File: src/rtl/upsampler_l.sv
`default_nettype none
// ============================================================================
//  Module      : upsampler_l
//  Description : Streaming integer upsampler by runtime factor L; each input
//                beat becomes L output beats (sample-and-hold or zero-stuff).
//  Revision    : 1.0 - initial release
// ============================================================================
module upsampler_l #(
    parameter int WIDTH    = 12,
    parameter int CHANNELS = 2,
    parameter int FW       = 4,
    parameter int MODE     = 0
) (
    input  logic                      clk,
    input  logic                      rst,
    input  logic [FW-1:0]             factor,
    input  logic                      in_valid,
    output logic                      in_ready,
    input  logic [WIDTH*CHANNELS-1:0] in_data,
    output logic                      out_valid,
    input  logic                      out_ready,
    output logic [WIDTH*CHANNELS-1:0] out_data,
    output logic [FW-1:0]             out_phase,
    output logic                      out_last
);

    localparam int            c_DW  = WIDTH * CHANNELS;
    localparam logic [FW-1:0] c_ONE = {{(FW-1){1'b0}}, 1'b1};

    typedef enum logic [0:0] {
        S_IDLE = 1'b0,
        S_EMIT = 1'b1
    } state_t;

    state_t          r_state, w_state_nxt;
    logic [FW-1:0]   r_ph, w_ph_nxt;
    logic [FW-1:0]   r_last_ph, w_last_ph_nxt;
    logic [c_DW-1:0] r_data, w_data_nxt;
    logic [c_DW-1:0] w_fill;
    logic [FW-1:0]   w_factor_last;
    logic            w_at_last;
    logic            w_in_ready;
    logic            w_in_fire;

    // Factor 0 behaves as L = 1, so its last phase index is 0 as well.
    assign w_factor_last = (factor == '0) ? '0 : (factor - c_ONE);
    assign w_at_last     = (r_ph == r_last_ph);
    assign w_in_ready    = !rst && ((r_state == S_IDLE) || (w_at_last && out_ready));
    assign w_in_fire     = in_valid && w_in_ready;

    generate
        if (MODE == 1) begin : g_zero_fill
            assign w_fill = '0;
        end else begin : g_hold_fill
            assign w_fill = r_data;
        end
    endgenerate

    always_comb begin
        w_state_nxt   = r_state;
        w_ph_nxt      = r_ph;
        w_last_ph_nxt = r_last_ph;
        w_data_nxt    = r_data;
        if (r_state == S_IDLE) begin
            if (w_in_fire) begin
                w_state_nxt   = S_EMIT;
                w_ph_nxt      = '0;
                w_last_ph_nxt = w_factor_last;
                w_data_nxt    = in_data;
            end
        end else if (out_ready) begin
            if (!w_at_last) begin
                w_ph_nxt   = r_ph + c_ONE;
                w_data_nxt = w_fill;
            end else if (w_in_fire) begin
                w_ph_nxt      = '0;
                w_last_ph_nxt = w_factor_last;
                w_data_nxt    = in_data;
            end else begin
                w_state_nxt = S_IDLE;
                w_ph_nxt    = '0;
            end
        end
    end

    always_ff @(posedge clk) begin
        if (rst) begin
            r_state   <= S_IDLE;
            r_ph      <= '0;
            r_last_ph <= '0;
            r_data    <= '0;
        end else begin
            r_state   <= w_state_nxt;
            r_ph      <= w_ph_nxt;
            r_last_ph <= w_last_ph_nxt;
            r_data    <= w_data_nxt;
        end
    end

    assign in_ready  = w_in_ready;
    assign out_valid = (r_state == S_EMIT);
    assign out_data  = r_data;
    assign out_phase = out_valid ? r_ph : '0;
    assign out_last  = out_valid && w_at_last;

endmodule
`default_nettype wire

File: config.mk
export PLATFORM = sky130hd
export DESIGN_NAME = upsampler_l
export DESIGN_NICKNAME = d
export VERILOG_FILES = /design/src/rtl/upsampler_l.sv
export SDC_FILE = /design/constraint.sdc
export NUM_CORES = 1
export LEC_CHECK = 0
export CAP_MARGIN = 15
export CORE_UTILIZATION = 40
export CTS_BUF_LIST = sky130_fd_sc_hd__clkbuf_8
export CTS_CLUSTER_DIAMETER = 50
export DETAILED_ROUTE_END_ITERATION = 10
export DONT_BUFFER_PORTS = 1
export GPL_TIMING_DRIVEN = 0
export MAX_ROUTING_LAYER = met4
export PLACE_DENSITY = 0.51
export SLEW_MARGIN = 25
export SYNTH_ARGS = -nofsm -noshare
export SYNTH_HDL_FRONTEND = slang
export SYNTH_SLANG_ARGS = --single-unit
File: constraint.sdc
create_clock -name clk -period 5.05 [get_ports clk]
set_input_delay 0.505 -clock clk [delete_from_list [all_inputs] [get_ports clk]]
set_output_delay 0.505 -clock clk [all_outputs]
set_load 0.05 [all_outputs]
# ---- After elaboration in Yosys (flattened, before gate mapping)
# Index checks and enable logic that the tools add are counted.
dict set report word_totals {
  ff_bits 33
  in_bits 32
  word_cells 38
}
dict set report op_classes {
  addsub 2
  eq_ne 3
  muxes 18
  n_bitwise 1
  reduce_logical 10
}
# operator n
set ops {}
lappend ops {{24-bit two-way mux} 4}
lappend ops {{4-bit two-way mux} 10}
lappend ops {{4-bit by 1-bit adder with 4-bit output, second input constant} 1}
lappend ops {{4-bit equality test} 1}
lappend ops {{1-bit logical AND} 4}
lappend ops {{4-bit logical NOT} 1}
lappend ops {{1-bit two-way mux} 4}
lappend ops {{2-bit AND reduction} 2}
lappend ops {{4-bit by 1-bit subtractor with 4-bit output, second input constant} 1}
lappend ops {{2-bit by 1-bit != test with 1-bit output, second input constant} 1}
lappend ops {{2-bit != test, second input constant} 1}
lappend ops {{2-bit nonzero test} 1}
lappend ops {{1-bit logical NOT} 1}
lappend ops {{1-bit logical OR} 1}
lappend ops {{1-bit NOT} 1}

# ---- Depth between registers and ports, before layout
# Gate-level depths: netlist of run 1.
dict set report logic_depth {
  ltp_word 9
  mapped_depth 6
  depth_no_buf 4
}

# ---- Worst setup path after synthesis of run 1
# No wires, ideal clock.
dict set report synth_timing {
  path_kind {register -> output}
  startpoint {register r_ph[0]}
  endpoint {output in_ready}
  arrival_time_ns 1.644
  setup_slack_ns 2.901
  stages_incl_launch_ff 5
  path_cell_list {dfxtp_1 -> xnor2_1 -> nand4_2 -> o21ai_0 -> nor2b_1}
}
dict set report synth_between {
  elab_chain_len 4
}
# element line_no
set synth_lines {}
lappend synth_lines {{from (decl)} 36} ;# logic [FW-1:0] r_ph, w_ph_nxt;
lappend synth_lines {{from (signal assigned)} 94} ;# r_ph <= w_ph_nxt;
lappend synth_lines {{4-bit equality test} 47} ;# assign w_at_last = (r_ph == r_last_ph);
lappend synth_lines {{1-bit logical AND} 48} ;# assign w_in_ready = !rst && ((r_state == S_IDLE) || (w_at_last && out_ready));
lappend synth_lines {{1-bit logical OR} 48}
lappend synth_lines {{1-bit logical AND} 48}
lappend synth_lines {{to (decl)} 18} ;# output logic in_ready,
# No other way between the ends.

# ---- Worst setup path in the final report of run 1
# Ends and elaborated chain as after synthesis.

==> metrics.csv, run 1 <==
stage;metric;value;unit
layout;Post-Route Utilization;0.461;
die;area enclosed by the die boundary;4230;um2
pwr;worst vdd ir;0.000196;V
pwr;combinational fraction of design power;0.160;
sta;Hold Violations, Final;0;
die;total core area;3740;um2
route;post-route DRC violation count;0;
pwr;part of the total power dissipated in the clock network;0.267;
grt;antenna violations before repair;0;
die;overall die height;65.1;um
critical_path;endpoint arrival time on the critical path;2.14;ns
pwr;part of the power in registers;0.573;
layout;FILL cells;384;
hold_path;hold depth;1;
pwr;internal power;0.437;mW
cts;number of gates resized after CTS;0;
sta;final total negative setup slack;0;ns
layout;Area growth syn-to-layout;8.41;%
critical_path;RR Endpoint;out_data[20]$_SDFFE_PP0P_;
synthesis;number of flip-flops and latches in the synthesized netlist;33;
route;total vias in the final route;1031;
placed_design;half-perimeter wire length after placement;2.18;mm
synthesis;number of distinct library cells after synthesis;30;
route;DRT Wirelength;2.99;mm
die;Core Rows;22;
sta;Worst Tran Pin Value;0.936;ns
layout;Antenna Cells;0;
placed_design;global placer's final weighted congestion;0.721;
critical_path;register-to-register setup slack;3.13;ns
synthesis;share of flip-flops with an asynchronous set or reset after synthesis;0;
sta;Final Setup Violations;0;
synthesis;number of enable-type register cells in the synthesized netlist;0;
synthesis;count of synthesis-stage warnings from yosys;0;
placed_design;count of input and output buffers;0;
hold_path;hold worst-path end;out_data[16]$_SDFFE_PP0P_;
route;drt pass-1 iters;4;
critical_path;startpoint-to-endpoint class of the critical path;register to primary output;
die;effective utilization at floorplan;0.425;
cts;postcts setup bufs;0;
critical_path;WP data required;4.55;ns
synthesis;syn avg cell area;11.0;um2
grt;total gr overflow;0;
synthesis;total standard cell area after synthesis;1590;um2
grt;Overall Global Routing Usage;0.157;
sta;slew margin rel.;0.375;
synthesis;cell taking the most area after synthesis;sky130_fd_sc_hd__dfxtp_1;
critical_path;Worst path max stage delay;0.78;ns
route;ratio of routed vias to standard cells;5.18;
pwr;switching share of total power;0.342;
synthesis;sequential fraction of the synthesis area;0.415;
sta;final worst clock skew;0.00532;ns
cts;maximum clock path buffer count;2;
critical_path;Worst R2R Path Depth;6;
sta;Period Utilization, post-route;0.525;
layout;fin nets;185;
synthesis;top cells by instance count after synthesis;sky130_fd_sc_hd__dfxtp_1, sky130_fd_sc_hd__nor2b_1, sky130_fd_sc_hd__mux2_4, sky130_fd_sc_hd__mux2_2;
cts;Post-CTS Hold Fix Bufs;0;
grt;number of global-route vias before repair;1082;
synthesis;largest cells by area after synthesis;sky130_fd_sc_hd__dfxtp_1, sky130_fd_sc_hd__mux2_4, sky130_fd_sc_hd__nor2b_1, sky130_fd_sc_hd__mux2_2, sky130_fd_sc_hd__buf_12;
cts;clock tree from TritonCTS;yes;
critical_path;Reg-to-Reg Start;r_ph[0]$_SDFFE_PP0P_;
route;Post-DRT Antenna Nets;0;
synthesis;Cells after Synth;145;
synthesis;Post-Syn Nets;178;
critical_path;sort of element at the end of the critical path;primary output;
hold_path;type of the tightest min-delay check;input pin to register;
route;initial detailed-routing violation count;39;
cts;clock insertion delay at the later pin of the skew report;0.27;ns
die;number of top-level pins;63;
grt;largest net degree at the start of global routing;11;
grt;global-route wire length before repair;4.86;mm
pwr;Static Leak;0.730;nW
pwr;switching power summed over all nets;0.227;mW
pwr;power density normalized to cell area;384;nW/um2
synthesis;most repeated cell in the gate-level netlist after synthesis;sky130_fd_sc_hd__dfxtp_1;
hold_path;worst hold start;in_data[16];
synthesis;area share of the largest cell type after synthesis;0.415;
sta;RSZ-0062 raised after global routing;false;
critical_path;critical path, cell by cell;xnor2_1, nand4_2, o21ai_0, nor2b_1;
critical_path;slowest cell on the critical path;sky130_fd_sc_hd__nor2b_1;
cts;master cell of the clock root buffer;sky130_fd_sc_hd__clkbuf_8;
layout;layout cell share with drive strength beyond 1;0.245;
cts;Max H-tree Level;2;
sta;Hold Slack;0.368;ns
critical_path;Worst Setup Start Kind;register;
status;status;completed;
cts;Num Clock Sinks;33;
route;routed length per instance;15.0;um
run;Max-Cap Viols;0;
sta;fmax;0.377;GHz
cts;cts bufs inserted;5;
sta;Final Critical Period;2.65;ns
cts;clock input transition at the sequential cells of the worst setup and hold paths;0.06;ns
die;Horiz. Die Dim;65.1;um
synthesis;most instantiated flip-flop cell in the synthesis netlist;sky130_fd_sc_hd__dfxtp_1;
sta;total count of max-transition violations in the final report;0;
critical_path;largest fanout of any net on the critical path;6;
-- placed cells by master (no fill, tap or decap), types with 2 or more instances in the layout --
cell | Yosys | routed
sky130_fd_sc_hd__dfxtp_1 | 33 | 33
sky130_fd_sc_hd__nor2b_1 | 27 | 27
sky130_fd_sc_hd__mux2_4 | 17 | 17
sky130_fd_sc_hd__mux2_2 | 8 | 8
sky130_fd_sc_hd__clkbuf_1 | 5 | 5
sky130_fd_sc_hd__and2_1 | 5 | 5
sky130_fd_sc_hd__clkbuf_8 | 0 | 5
sky130_fd_sc_hd__a21oi_1 | 4 | 4
sky130_fd_sc_hd__nand2b_1 | 4 | 4
sky130_fd_sc_hd__nand3_1 | 4 | 4
sky130_fd_sc_hd__inv_1 | 3 | 3
sky130_fd_sc_hd__xnor2_1 | 3 | 3
sky130_fd_sc_hd__o21ai_0 | 3 | 3
sky130_fd_sc_hd__mux2i_1 | 3 | 3
sky130_fd_sc_hd__nor2_1 | 3 | 3
sky130_fd_sc_hd__nand4_1 | 3 | 3
sky130_fd_sc_hd__nand2_1 | 3 | 3
sky130_fd_sc_hd__buf_12 | 2 | 2
sky130_fd_sc_hd__nor3_1 | 2 | 2
sky130_fd_sc_hd__or2b_1 | 2 | 2
-- power groups by stage --
stage	registers (mW)	clock network (mW)	logic [mW]
global placement	0.386	0	0.104
finish	0.380	0.177	0.106
CTS	0.381	0.184	0.107
floorplan	0.381	0	0.0945
detailed placement	0.386	0	0.107
global route	0.383	0.196	0.116
-- worst max-delay path by stage --
stage / to / from / depth (start not counted)
after floorplan: in_ready / r_ph[0]$_SDFFE_PP0P_ / 4
after global placement: in_ready / r_ph[0]$_SDFFE_PP0P_ / 4
after detailed placement: in_ready / r_ph[0]$_SDFFE_PP0P_ / 4
after CTS: in_ready / r_ph[2]$_SDFFE_PP0P_ / 4
after global routing: in_ready / r_ph[0]$_SDFFE_PP0P_ / 4
final: in_ready / r_ph[0]$_SDFFE_PP0P_ / 4
-- routing by layer --
metal / wire length (um) / up-vias / share of wire / global-route usage
met5: 0 / - / 0 / -
met4: 38 / 0 / 0.013 / 0.0734
met3: 266 / 6 / 0.089 / 0.0634
met2: 1450 / 44 / 0.48 / 0.258
met1: 1240 / 479 / 0.41 / 0.165
li1: - / 502 / - / -
-- kinds of logic after synthesis --
| logic type | Yosys count | synth area share |
|---|---|---|
| AOI/OAI and AO/OA | 10 | 0.0417 |
| xor gates and xnor gates | 4 | 0.0267 |
| adders and majority gates | 1 | 0.00786 |
| DFF | 33 | 0.415 |
| buffers and inverters | 11 | 0.0511 |
| and+or+nand+nor | 58 | 0.222 |
| muxes | 28 | 0.236 |
-- layout make-up --
cell class | count | area (um2) | share of cell area
clock buffer | 5 | 68.8 | 0.0399
buffer | 8 | 70.1 | 0.0406
tap | 48 | 60.1 | 0.0348
sequential | 33 | 661 | 0.383
clock inverter | 1 | 5.00 | 0.00290
multi-input combinational | 101 | 850 | 0.492
inverter | 3 | 11.3 | 0.00653
-- critical path, delay by kind of cell, from the launching register on --
kind / cells / cell delay [ns]
XOR/XNOR: 1 / 0.25
AND/OR/NAND/NOR: 2 / 0.99
flip-flops: 1 / 0.36
AO/OA/AOI/OAI: 1 / 0.27
-- metrics by stage --
step	cell area, um2	instances	setup slack, ns	power (mW)
after CTS	1730	199	2.39	0.672
after floorplan	1590	145	2.90	0.475
after detailed placement	1650	193	2.71	0.493
after global placement	1650	193	2.74	0.490
after global routing	1730	199	2.24	0.695
final	1730	199	2.40	0.663
-- registers in the layout (all words and copies together), names as in the netlist --
name	flops
out_valid	1
r_ph	4
out_data	24
r_last_ph	4
Note: power is estimated with default switching activity, not from simulation.
==> run 2, diff against run 1 <==
Settings changed: PLACE_DENSITY 0.51 to 0.53.
Clock period 5.05 ns to 2.2 ns, I/O delays scaled along.
==> metrics.csv, run 2 (synthesis results as in run 1) <==
stage;metric;value;unit
grt;antenna violations before repair;0;
pwr;part of the power in registers;0.561;
pwr;Static Leak;0.746;nW
route;ratio of routed vias to standard cells;5.13;
cts;Max H-tree Level;2;
cts;clock insertion delay at the later pin of the skew report;0.28;ns
hold_path;type of the tightest min-delay check;input pin to register;
pwr;combinational fraction of design power;0.157;
layout;FILL cells;372;
pwr;switching power summed over all nets;0.516;mW
critical_path;largest fanout of any net on the critical path;10;
route;routed length per instance;14.0;um
grt;global-route wire length before repair;4.66;mm
sta;Final Setup Violations;0;
critical_path;critical path, cell by cell;clkbuf_1, and2_1;
layout;Antenna Cells;0;
critical_path;Worst Setup Start Kind;register;
critical_path;WP data required;1.98;ns
cts;Post-CTS Hold Fix Bufs;0;
run;Max-Cap Viols;0;
placed_design;half-perimeter wire length after placement;2.06;mm
sta;Hold Violations, Final;0;
die;Core Rows;22;
route;post-route DRC violation count;0;
placed_design;global placer's final weighted congestion;0.748;
die;overall die height;65.1;um
die;total core area;3740;um2
sta;final worst clock skew;0.00575;ns
die;area enclosed by the die boundary;4230;um2
sta;Period Utilization, post-route;0.909;
layout;commonest non-fill, non-tap cell in the layout;sky130_fd_sc_hd__dfxtp_1;
pwr;switching share of total power;0.332;
route;drt pass-1 iters;4;
die;effective utilization at floorplan;0.425;
grt;Overall Global Routing Usage;0.152;
critical_path;sort of element at the end of the critical path;primary output;
grt;total gr overflow;0;
critical_path;slowest cell on the critical path;sky130_fd_sc_hd__dfxtp_1;
cts;Num Clock Sinks;33;
layout;flip-flop count of the largest register after layout;24;
cts;clock tree from TritonCTS;yes;
pwr;power density normalized to cell area;891;nW/um2
cts;master cell of the clock root buffer;sky130_fd_sc_hd__clkbuf_8;
cts;number of gates resized after CTS;1;
pwr;internal power;1.04;mW
die;Horiz. Die Dim;65.1;um
sta;final total negative setup slack;0;ns
sta;Worst Tran Pin Value;0.527;ns
cts;cts bufs inserted;5;
route;total vias in the final route;1025;
pwr;sum of internal, switching and leakage power;1.56;mW
route;initial detailed-routing violation count;43;
layout;most used cells in the layout excluding fill and tap cells;sky130_fd_sc_hd__dfxtp_1, sky130_fd_sc_hd__nor2b_1, sky130_fd_sc_hd__mux2_4, sky130_fd_sc_hd__mux2_2, sky130_fd_sc_hd__clkbuf_8;
layout;Area growth syn-to-layout;9.67;%
pwr;part of the total power dissipated in the clock network;0.282;
layout;layout cell share with drive strength beyond 1;0.250;
sta;RSZ-0062 raised after global routing;false;
sta;Final Critical Period;2.00;ns
grt;largest net degree at the start of global routing;11;
critical_path;Worst path max stage delay;0.65;ns
cts;clock input transition at the sequential cells of the worst setup and hold paths;0.06;ns
pwr;worst vdd ir;0.000495;V
route;Post-DRT Antenna Nets;0;
critical_path;startpoint-to-endpoint class of the critical path;register to primary output;
sta;total count of max-transition violations in the final report;0;
status;status;completed;
placed_design;count of input and output buffers;0;
die;number of top-level pins;63;
route;DRT Wirelength;2.79;mm
cts;postcts setup bufs;0;
cts;maximum clock path buffer count;2;
sta;fmax;0.500;GHz
critical_path;endpoint arrival time on the critical path;1.78;ns
sta;slew margin rel.;0.648;
layout;fin nets;185;
grt;number of global-route vias before repair;1039;
==> run 2: cell count changes in the layout (fill, tap and decap cells not counted), sizes merged <==
cell	delta
clkinv	-1
clkbuf	+1
inv	+1
==> run 2: critical path: cells and delay by family (launching register included) <==
family	cells	cell delay (ns)
buf+inv	1	0.34
flops	1	0.65
simple gates	1	0.51
==> run 2: worst paths after layout <==
check	from	end	slack (ns)	cells past startpoint
min reg2reg	r_last_ph[2]$_SDFFE_PP0P_	r_last_ph[2]$_SDFFE_PP0P_	0.50	2
max reg2reg	r_ph[2]$_SDFFE_PP0P_	out_data[19]$_SDFFE_PP0P_	0.29	6
max	out_valid$_SDFF_PP0_	out_phase[3]	0.20	2
min	in_data[12]	out_data[12]$_SDFFE_PP0P_	0.08	1
==> run 2: area by class of cell <==
| cell class | count | area (um2) | area share |
|---|---|---|---|
| tap | 48 | 60.1 | 0.0344 |
| multi-input combinational | 101 | 857 | 0.491 |
| buffer | 8 | 70.1 | 0.0401 |
| clock inverter | 1 | 3.75 | 0.00215 |
| sequential | 33 | 661 | 0.378 |
| inverter | 3 | 11.3 | 0.00645 |
| clock buffer | 6 | 82.6 | 0.0473 |
==> run 2: per-layer routing <==
| layer | vias up | routed length [um] | track usage |
|---|---|---|---|
| met5 | - | 0 | - |
| met4 | 0 | 44 | 0.0652 |
| met3 | 7 | 212 | 0.0493 |
| met2 | 43 | 1210 | 0.241 |
| met1 | 467 | 1330 | 0.174 |
| li1 | 508 | - | - |
==> run 2: per-stage QoR <==
| stage | setup WS, ns | cell area (um2) | util | cells | hold WS (ns) |
|---|---|---|---|---|---|
| after floorplan | 0.336 | 1590 | - | 145 | 0.363 |
| after global placement | 0.191 | 1650 | 0.441 | 193 | 0.364 |
| after detailed placement | 0.163 | 1650 | 0.441 | 193 | 0.366 |
| after CTS | 0.0933 | 1740 | 0.465 | 200 | 0.0703 |
| after global routing | 0.0588 | 1750 | 0.466 | 200 | 0.0681 |
| final | 0.201 | 1750 | 0.466 | 200 | 0.0832 |
==> run 2: power groups by stage <==
stage,Sequential (mW),Clock (mW),Combinational (mW)
after detailed placement,0.886,0,0.245
after global routing,0.879,0.489,0.266
after global placement,0.885,0,0.238
after floorplan,0.874,0,0.217
final,0.873,0.438,0.245
after CTS,0.874,0.459,0.245
